`src/rtl/conv_pkg.sv`:
```
// Shared constants, FSM encoding and tap-index helpers for the 3x3 convolution window sequencer.
// Taps are numbered row-major inside the window: k = kr*3 + kc.
package conv_pkg;

    localparam int K    = 3;
    localparam int TAPS = K * K;

    typedef enum logic [1:0] {
        IDLE  = 2'd0,
        FETCH = 2'd1,
        VALID = 2'd2,
        DONE  = 2'd3
    } state_t;

    function automatic logic [1:0] tap_kr(input logic [3:0] k);
        case (k)
            4'd0, 4'd1, 4'd2: return 2'd0;
            4'd3, 4'd4, 4'd5: return 2'd1;
            4'd6, 4'd7, 4'd8: return 2'd2;
            default:          return 2'd0;
        endcase
    endfunction

    function automatic logic [1:0] tap_kc(input logic [3:0] k);
        case (k)
            4'd0, 4'd3, 4'd6: return 2'd0;
            4'd1, 4'd4, 4'd7: return 2'd1;
            4'd2, 4'd5, 4'd8: return 2'd2;
            default:          return 2'd0;
        endcase
    endfunction

endpackage

```
`src/rtl/conv_addr_gen.sv`:
```
// Combinational ROM address for tap k of the window whose top-left pixel is (row, col).
// Zero latency; no flow control.
module conv_addr_gen
    import conv_pkg::*;
#(
    parameter int IMG_W = 6,
    parameter int M     = 6
) (
    input  logic [7:0]   row,
    input  logic [7:0]   col,
    input  logic [3:0]   k,
    output logic [M-1:0] adr
);

    // Wide enough that the intermediate product never wraps before the final truncation.
    localparam int AW = M + 10;

    assign adr = M'((AW'(row) + AW'(tap_kr(k))) * AW'(IMG_W) + AW'(col) + AW'(tap_kc(k)));

endmodule

```
`src/rtl/conv_window_ctrl.sv`:
```
// Walks every 3x3 window of a row-major image in ROM, one tap per cycle, then offers it on valid/ready.
// 9 fetch cycles + 1 present cycle per window; while win_ready is low the window and address are frozen.
module conv_window_ctrl
    import conv_pkg::*;
#(
    parameter int N     = 8,
    parameter int M     = 6,
    parameter int IMG_W = 6,
    parameter int IMG_H = 6
) (
    input  logic              clk,
    input  logic              rst,
    input  logic              start,
    output logic [M-1:0]      rom_adr,
    input  logic [N-1:0]      rom_data,
    output logic [9*N-1:0]    win,
    output logic              win_valid,
    input  logic              win_ready,
    output logic [7:0]        out_row,
    output logic [7:0]        out_col,
    output logic              busy,
    output logic              done
);

    state_t       state, state_nxt;
    logic [3:0]   k;
    logic [7:0]   row, col;
    logic [M-1:0] adr;
    logic         last_col, last_row;

    assign last_col = (col == 8'(IMG_W - K));
    assign last_row = (row == 8'(IMG_H - K));

    conv_addr_gen #(.IMG_W(IMG_W), .M(M)) u_addr_gen (
        .row (row),
        .col (col),
        .k   (k),
        .adr (adr)
    );

    assign rom_adr = (state == IDLE) ? '0 : adr;
    assign out_row = row;
    assign out_col = col;

    always_ff @(posedge clk) begin
        if (rst) state <= IDLE;
        else     state <= state_nxt;
    end

    always_comb begin
        state_nxt = state;
        win_valid = 1'b0;
        busy      = 1'b1;
        done      = 1'b0;
        case (state)
            IDLE: begin
                busy = 1'b0;
                if (start) state_nxt = FETCH;
            end
            FETCH: begin
                if (k == 4'(TAPS - 1)) state_nxt = VALID;
            end
            VALID: begin
                win_valid = 1'b1;
                if (win_ready) state_nxt = (last_row && last_col) ? DONE : FETCH;
            end
            DONE: begin
                done      = 1'b1;
                state_nxt = IDLE;
            end
            default: state_nxt = IDLE;
        endcase
    end

    always_ff @(posedge clk) begin
        if (rst) begin
            k   <= '0;
            row <= '0;
            col <= '0;
            win <= '0;
        end else begin
            case (state)
                IDLE: begin
                    if (start) begin
                        k   <= '0;
                        row <= '0;
                        col <= '0;
                    end
                end
                FETCH: begin
                    win[k*N +: N] <= rom_data;
                    k             <= (k == 4'(TAPS - 1)) ? 4'd0 : k + 4'd1;
                end
                VALID: begin
                    // Position moves only on handshake so out_row/out_col track the presented window.
                    if (win_ready) begin
                        if (last_col && last_row) begin
                            row <= '0;
                            col <= '0;
                        end else if (last_col) begin
                            col <= '0;
                            row <= row + 8'd1;
                        end else begin
                            col <= col + 8'd1;
                        end
                    end
                end
                default: ;
            endcase
        end
    end

endmodule
```
`config.mk`:
```
export PLATFORM = sky130hd
export DESIGN_NAME = conv_window_ctrl
export DESIGN_NICKNAME = d
export VERILOG_FILES = /design/src/rtl/conv_pkg.sv /design/src/rtl/conv_addr_gen.sv /design/src/rtl/conv_window_ctrl.sv
export SDC_FILE = /design/constraint.sdc
export NUM_CORES = 1
export LEC_CHECK = 0
export CAP_MARGIN = 0
export CELL_PAD_IN_SITES_DETAIL_PLACEMENT = 1
export CELL_PAD_IN_SITES_GLOBAL_PLACEMENT = 2
export CORE_ASPECT_RATIO = 0.7
export CORE_MARGIN = 2
export CORE_UTILIZATION = 30
export DETAILED_ROUTE_END_ITERATION = 8
export PLACE_DENSITY = 0.9
export SETUP_SLACK_MARGIN = 0.2
export SLEW_MARGIN = 20
export SYNTH_ARGS = -nofsm -noshare
export SYNTH_HDL_FRONTEND = slang
export SYNTH_SLANG_ARGS = --single-unit
```
`constraint.sdc`:
```
create_clock -name clk -period 6.2 [get_ports clk]
set_input_delay 1.86 -clock clk [delete_from_list [all_inputs] [get_ports clk]]
set_output_delay 1.86 -clock clk [all_outputs]
set_load 0.1 [all_outputs]
```
==> results of run 1 <==
logic make-up after synthesis:
| group | count (synthesis) | synth area share [%] |
|---|---|---|
| AND/OR/NAND/NOR | 249 | 27.6 |
| flip-flops | 98 | 41.0 |
| AO/OA/AOI/OAI | 86 | 10.1 |
| buffers and inverters | 45 | 3.95 |
| multiplexers | 29 | 6.06 |
| adder cells (fa/ha/maj) | 27 | 7.68 |
| XOR/XNOR | 18 | 3.58 |
cell usage in the layout (no fill, tap or decap), drive strengths merged, types with 10 or more instances in the layout:
cell and n:
clkdlybuf4s50 103, a21oi 52, nand2 63, xor2 10, nand3 42, o21ai 18, clkbuf 10, nor2 53
dfxtp 98, inv 15, ha 23, and2 14, nand4 13, mux2i 29
power breakdown:
part	total [mW]	switching, mW	internal (mW)
Clock	0.571	0.246	0.325
Combinational	0.129	0.0931	0.0360
Sequential	0.642	0.00811	0.634
Total	1.34	0.347	0.995
through the flow:
stage	TNS (ps)	utilization (%)	setup WS [ps]
floorplan	-36.3	-	-36.3
CTS	0	40.6	255
finish	0	40.8	369
global route	0	40.8	231
detailed placement	0	38.6	572
global placement	0	38.6	769
worst max-delay path by stage:
stage | end | from | slack [ps] | depth (start not counted)
CTS | rom_adr[5] | out_row[0]$_SDFFE_PP0P_ | 260 | 13
global route | rom_adr[5] | out_row[0]$_SDFFE_PP0P_ | 230 | 13
floorplan | rom_adr[5] | out_row[0]$_SDFFE_PP0P_ | -40 | 12
detailed placement | rom_adr[5] | out_row[0]$_SDFFE_PP0P_ | 570 | 13
finish | rom_adr[5] | out_row[0]$_SDFFE_PP0P_ | 370 | 13
global placement | rom_adr[5] | out_row[0]$_SDFFE_PP0P_ | 770 | 13
registers in the layout, indices dropped and copies added (netlist names), named ones only:
name and flops:
k 4, out_col 8, out_row 8, state 2, win 72
cell type report:
cell class	instances	area, um2
sequential	98	1960
tap	200	250
timing repair buffer	110	1110
fill	1779	9210
clock buffer	10	239
clock inverter	6	65.1
multi-input combinational	409	2670
inverter	14	52.6
what timing repair did:
| action | in CTS | in global routing |
|---|---|---|
| resized for setup | 1 | 0 |
| setup endpoints to repair | 1 | 1 |
| pin swaps | 0 | 2 |
layer usage:
| layer | wire, um | vias up |
|---|---|---|
| met2 | 6610 | 101 |
| met3 | 867 | 14 |
| met4 | 135 | 0 |
| li1 | - | 2087 |
| met5 | 0 | - |
| met1 | 6920 | 2083 |
critical path, cell delays in order (launching register included):
cell and delay (ps):
dfxtp_2 360, ha_1 240, fa_1 550, ha_1 270, fa_1 380, xor2_1 180, ha_1 270, ha_1 330
nor2_1 60, a21oi_1 140, xor2_1 230, xnor3_1 300, nor2_4 120, buf_12 180
==> summary.md, run 1 <==
| Metric | Value |
|---|---|
| Outcome | `finished, final reports clean` |
| Max Slew Vio Count | `0` |
| Synthesis-to-layout area growth | `32.5%` |
| Hold Fails Final Rpt | `0` |
| Met3 Use GR | `4.38%` |
| YS warnings | `0` |
| Sequential area share after synthesis | `41.0%` |
| Mapped Nets | `591` |
| Hold EP | `win[53]$_SDFFE_PP0P_` |
| Tcrit/Tclk final | `94.1%` |
| Dominant synthesized flop cell | `dfxtp_1` |
| GR peak layer | `met2` |
| Number of flops mapped to enable cells by yosys | `0` |
| Fin area | `0.00634 mm2` |
| Largest net degree at the start of global routing | `58` |
| Final total power | `1.34 mW` |
| Final std cells w/o fill | `847` |
| Reg2Reg Setup Slack | `2600 ps` |
| CTS tree | `built` |
| Yosys reg bits | `98` |
| Final min period | `5830 ps` |
| Initial DRT Pass Iterations | `4` |
| Top cells by area, synth | `dfxtp_1 (41%), mux2i_1 (6.1%), ha_1 (6.0%)` |
| Cells after Synth | `552` |
| Row cnt | `38` |
| H-tree depth | `3` |
| Cts bufs inserted | `9` |
| Total track usage | `17.2%` |
| Final Wtd Congestion | `0.810` |
| HP Start | `win[53]$_SDFFE_PP0P_` |
| Antenna Cells | `0` |
| WS Path Type | `flop to output pin` |
| First-pass GRT wire length | `23,000 um` |
| Routed len/inst | `17.2 um` |
| RR Startpoint | `k[0]$_SDFFE_PP0P_` |
| Total number of vias | `4,285` |
| Via-to-Cell Ratio | `5.06` |
| Initial antenna violation count | `0` |
| M1 GR Usage | `23.6%` |
| Worst setup SP type | `flop` |
| Clock latency on the worst-skew pair | `350 ps` |
| Core Area | `0.0155 mm2` |
| RR Endpoint | `win[22]$_SDFFE_PP0P_` |
| Synth cell count leaders | `dfxtp_1 (98), nand2_1 (63), nor2_1 (53), a21oi_1 (52), nand3_1 (42)` |
| Post-CTS Setup Inserts | `0` |
| Relative slew margins | `28.2%` |
| Clk pin slew, worst setup/hold paths | `70 ps` |
| Synth unique cells | `50` |
| Initial Util | `30.8%` |
| Static Leakage | `2.42 nW` |
| Yosys top cell by area | `dfxtp_1` |
| Final hold slack | `453 ps` |
| CTS max path bufs | `2` |
| CP endpoint kind | `output pin` |
| FFs w/ async S/R, synth | `0%` |
| Die span in x | `155 um` |
| Critical path arrival | `3970 ps` |
| Detail Placement HPWL | `10,800 um` |
| Fmax | `171 MHz` |
| Skew final | `6.33 ps` |
| Min-Delay Path Depth | `2` |
| Nets | `681` |
| Crit-path max FO | `7` |
| # clock sinks | `98` |
| Vias in the first global route | `4,396` |
| Clock Tree Root | `clkbuf_16` |
| Chip height | `110 um` |
| GRT overflow | `0` |
| Post-DP Area | `0.00601 mm2` |
| Die area | `0.0170 mm2` |
| Routed WL | `14,500 um` |
| Pwr dens | `212 mW/mm2` |
| Layout cell share with drive strength beyond 1 | `6.96%` |
| Largest vdd supply drop | `0.000117 V` |
| Post-route ant nets | `0` |
| Worst EP required | `4340 ps` |
| Max Cap Violations | `0` |
| R2R depth | `7` |
| Top Ports | `109` |
| Post-route DRC | `0` |
| Met2 Use GR | `27.3%` |
| Worst slew pin tran | `1070 ps` |
| PortBufs | `108` |
| Setup violators final | `0` |
| CTS Hold Bufs | `0` |
| Synth top area share | `41.0%` |
| RSZ-0062 raised after global routing | `false` |
| Worst hold path type | `flop to flop` |
| Initial drt markers | `157` |
| Inst Count DP | `830` |
| Avg Inst Size Synth | `8.67 um2` |
| Synthesized area | `0.00479 mm2` |
| Leading cell type by number of instances after synthesis | `dfxtp_1` |
(Power assumes the default switching activity.)
==> inputs of run 2 (changes only) <==
CORE_MARGIN = unset   (was 2)
==> summary.md, run 2 (same netlist as run 1, synthesis figures left out) <==
| Metric | Value |
|---|---|
| Setup TNS | `0 ps (unchanged)` |
| Crit-path max FO | `7 (unchanged)` |
| Antenna Cells | `0 (unchanged)` |
| Setup WS post-layout | `453 ps (was 369 ps)` |
| Cts bufs inserted | `9 (unchanged)` |
| Skew final | `6.36 ps (was 6.33 ps)` |
| Flop pwr share | `48.3% (was 47.8%)` |
| Routed WL | `14,300 um (was 14,500 um)` |
| Max reg flops | `72 (unchanged)` |
| Reg2Reg Setup Slack | `2820 ps (was 2600 ps)` |
| Via-to-Cell Ratio | `5.02 (was 5.06)` |
| Pre-CTS setup slack | `569 ps (was 572 ps)` |
| Most common cell after layout, fill and taps aside | `clkdlybuf4s50_1 (unchanged)` |
| Clock Power Share | `42.1% (was 42.5%)` |
| Gate power share | `9.5% (was 9.6%)` |
| Internal cell power | `0.981 mW (was 0.995 mW)` |
| Highest metal used | `met4 (unchanged)` |
| Worst EP required | `4340 ps (about the same)` |
| Row cnt | `38 (unchanged)` |
| Worst setup SP type | `flop (unchanged)` |
| Initial antenna violation count | `0 (unchanged)` |
| Pwr dens | `210 mW/mm2 (was 212 mW/mm2)` |
| Die span in x | `153 um (was 155 um)` |
| Most frequent cells in the layout | `clkdlybuf4s50_1 (103), dfxtp_1 (97), nand2_1 (63) (unchanged)` |
| H-tree depth | `3 (unchanged)` |
| Detail Placement HPWL | `10,700 um (was 10,800 um)` |
| Synthesis-to-layout area growth | `31.8% (was 32.5%)` |
| Top Ports | `109 (unchanged)` |
| Clock latency on the worst-skew pair | `350 ps (about the same)` |
| Static Leakage | `2.40 nW (was 2.42 nW)` |
| Final min period | `5750 ps (was 5830 ps)` |
| Max incr delay on CP | `500 ps (was 550 ps)` |
| Vias in the first global route | `4,320 (was 4,396)` |
| HP Start | `win[1]$_SDFFE_PP0P_ (was win[53]$_SDFFE_PP0P_)` |
| Largest net degree at the start of global routing | `58 (unchanged)` |
| Worst slew pin tran | `1040 ps (was 1070 ps)` |
| Worst hold path type | `flop to flop (unchanged)` |
| CP endpoint kind | `output pin (unchanged)` |
| Critical path arrival | `3890 ps (was 3970 ps)` |
| Outcome | `finished, final reports clean (unchanged)` |
| RR Endpoint | `win[18]$_SDFFE_PP0P_ (was win[22]$_SDFFE_PP0P_)` |
| Hold Fails Final Rpt | `0 (unchanged)` |
| Inst Count DP | `830 (unchanged)` |
| CTS Hold Bufs | `0 (unchanged)` |
| Core Area | `0.0155 mm2 (unchanged)` |
| CP max stage cell | `fa_2 (was fa_1)` |
| WS Path Type | `flop to output pin (unchanged)` |
| Hold EP | `win[1]$_SDFFE_PP0P_ (was win[53]$_SDFFE_PP0P_)` |
| GRT overflow | `0 (unchanged)` |
| Layout cell share with drive strength beyond 1 | `6.81% (was 6.96%)` |
| Fill count | `1,766 (was 1,779)` |
| Max Cap Violations | `0 (unchanged)` |
| Post-route DRC | `0 (unchanged)` |
| Final Wtd Congestion | `0.769 (was 0.810)` |
| Total track usage | `17.9% (was 17.2%)` |
| Tcrit/Tclk final | `92.7% (was 94.1%)` |
| Final Core Density | `40.6% (was 40.8%)` |
| Chip height | `108 um (was 110 um)` |
| Fmax | `174 MHz (was 171 MHz)` |
| CTS tree | `built (unchanged)` |
| Min-Delay Path Depth | `2 (unchanged)` |
| RSZ-0062 raised after global routing | `false (unchanged)` |
| # clock sinks | `98 (unchanged)` |
| Post-route ant nets | `0 (unchanged)` |
| Setup violators final | `0 (unchanged)` |
| Sw Ratio | `26.1% (was 25.9%)` |
| Cell mode on critical path | `ha_1 (unchanged)` |
| RR Startpoint | `k[0]$_SDFFE_PP0P_ (unchanged)` |
| Biggest register | `win (unchanged)` |
| Initial DRT Pass Iterations | `4 (unchanged)` |
| Initial drt markers | `160 (was 157)` |
| PortBufs | `108 (unchanged)` |
| Relative slew margins | `30.4% (was 28.2%)` |
| Die area | `0.0165 mm2 (was 0.0170 mm2)` |
| Final std cells w/o fill | `846 (was 847)` |
| Total number of vias | `4,249 (was 4,285)` |
| Clock Tree Root | `clkbuf_16 (unchanged)` |
| P_sw | `0.347 mW (about the same)` |
| R2R depth | `7 (unchanged)` |
| Initial Util | `30.8% (unchanged)` |
| Routed len/inst | `17.0 um (was 17.2 um)` |
| Final total power | `1.33 mW (was 1.34 mW)` |
| Clk pin slew, worst setup/hold paths | `70 ps (about the same)` |
| CTS max path bufs | `2 (unchanged)` |
| Max Slew Vio Count | `0 (unchanged)` |
| Critical Path, Cell by Cell | `ha_1 > fa_2 > ha_1 > fa_1 > xor2_1 > ha_1 > ha_1 > nor2_1 > a21oi_1 > xor2_1 > xnor3_1 > nor2_4 > buf_12 (was ha_1 > fa_1 > ha_1 > fa_1 > xor2_1 > ha_1 > ha_1 > nor2_1 > a21oi_1 > xor2_1 > xnor3_1 > nor2_4 > buf_12)` |
| Nets | `680 (was 681)` |
| Largest vdd supply drop | `0.000120 V (was 0.000117 V)` |
| DRT met1 WL | `7290 um (was 6920 um)` |
| First-pass GRT wire length | `23,000 um (unchanged)` |
| Met3 routed WL | `556 um (was 867 um)` |
| Metal2 WL | `6370 um (was 6610 um)` |
run 2: repair_timing:
| action | in CTS | in global routing |
|---|---|---|
| buffers inserted | 0 | 0 |
| pin swaps | 0 | 1 |
| resized for setup | 1 | 1 |
| endpoints found under the setup margin | 1 | 1 |
run 2: layer usage:
| layer | vias to the layer above | global-route usage (%) |
|---|---|---|
| met2 | 75 | 28.0 |
| met4 | 0 | 4.55 |
| met5 | - | 0 |
| met1 | 2069 | 24.4 |
| li1 | 2093 | - |
| met3 | 12 | 4.43 |
run 2: per-stage QoR:
stage               instance area (um2)  hold slack, ps
finish                             6310             454
global route                       6310             460
CTS                                6300             454
detailed placement                 6010             445
global placement                   6010             441
floorplan                          4810             620
run 2: worst max-delay path by stage:
stage	from	endpoint	slack (ps)	cells past startpoint
5_1_grt	out_row[0]$_SDFFE_PP0P_	rom_adr[5]	270	13
2_1_floorplan	out_row[0]$_SDFFE_PP0P_	rom_adr[5]	-40	12
4_1_cts	out_row[0]$_SDFFE_PP0P_	rom_adr[5]	220	13
6_report	out_row[0]$_SDFFE_PP0P_	rom_adr[5]	450	13
3_5_place_dp	out_row[0]$_SDFFE_PP0P_	rom_adr[5]	570	13
3_3_place_gp	out_row[0]$_SDFFE_PP0P_	rom_adr[5]	770	13
run 2: area by class of cell:
type	count	area [um2]	share of cell area (%)
clock buffer	11	233	3.69
clock inverter	5	55.1	0.872
inverter	14	52.6	0.833
multi-input combinational	409	2670	42.3
sequential	98	1960	31.1
tap	200	250	3.97
timing repair buffer	109	1090	17.2
run 2: critical path: cells and delay by family, from the launching register on:
kind,cells,cell delay (ps)
XOR/XNOR,3,660
adder cells (fa/ha/maj),6,1950
flip-flops,1,400
buffers and inverters,1,180
AND/OR/NAND/NOR,2,170
AO/OA/AOI/OAI,1,170
run 2: power by group through the flow:
| stage | clock [mW] | combinational (mW) | sequential, mW |
|---|---|---|---|
| 4_1_cts | 0.574 | 0.127 | 0.642 |
| 5_1_grt | 0.595 | 0.136 | 0.643 |
| 3_5_place_dp | 0 | 0.126 | 0.656 |
| 6_report | 0.559 | 0.127 | 0.642 |
| 3_3_place_gp | 0 | 0.123 | 0.656 |
| 2_1_floorplan | 0 | 0.0730 | 0.672 |
==> inputs of run 3 (changes only) <==
ABC_CLOCK_PERIOD_IN_PS = 6200   (was unset)
==> results of run 3 <==
Same layout as run 2: the final DEF is identical, and so are final timing and power.
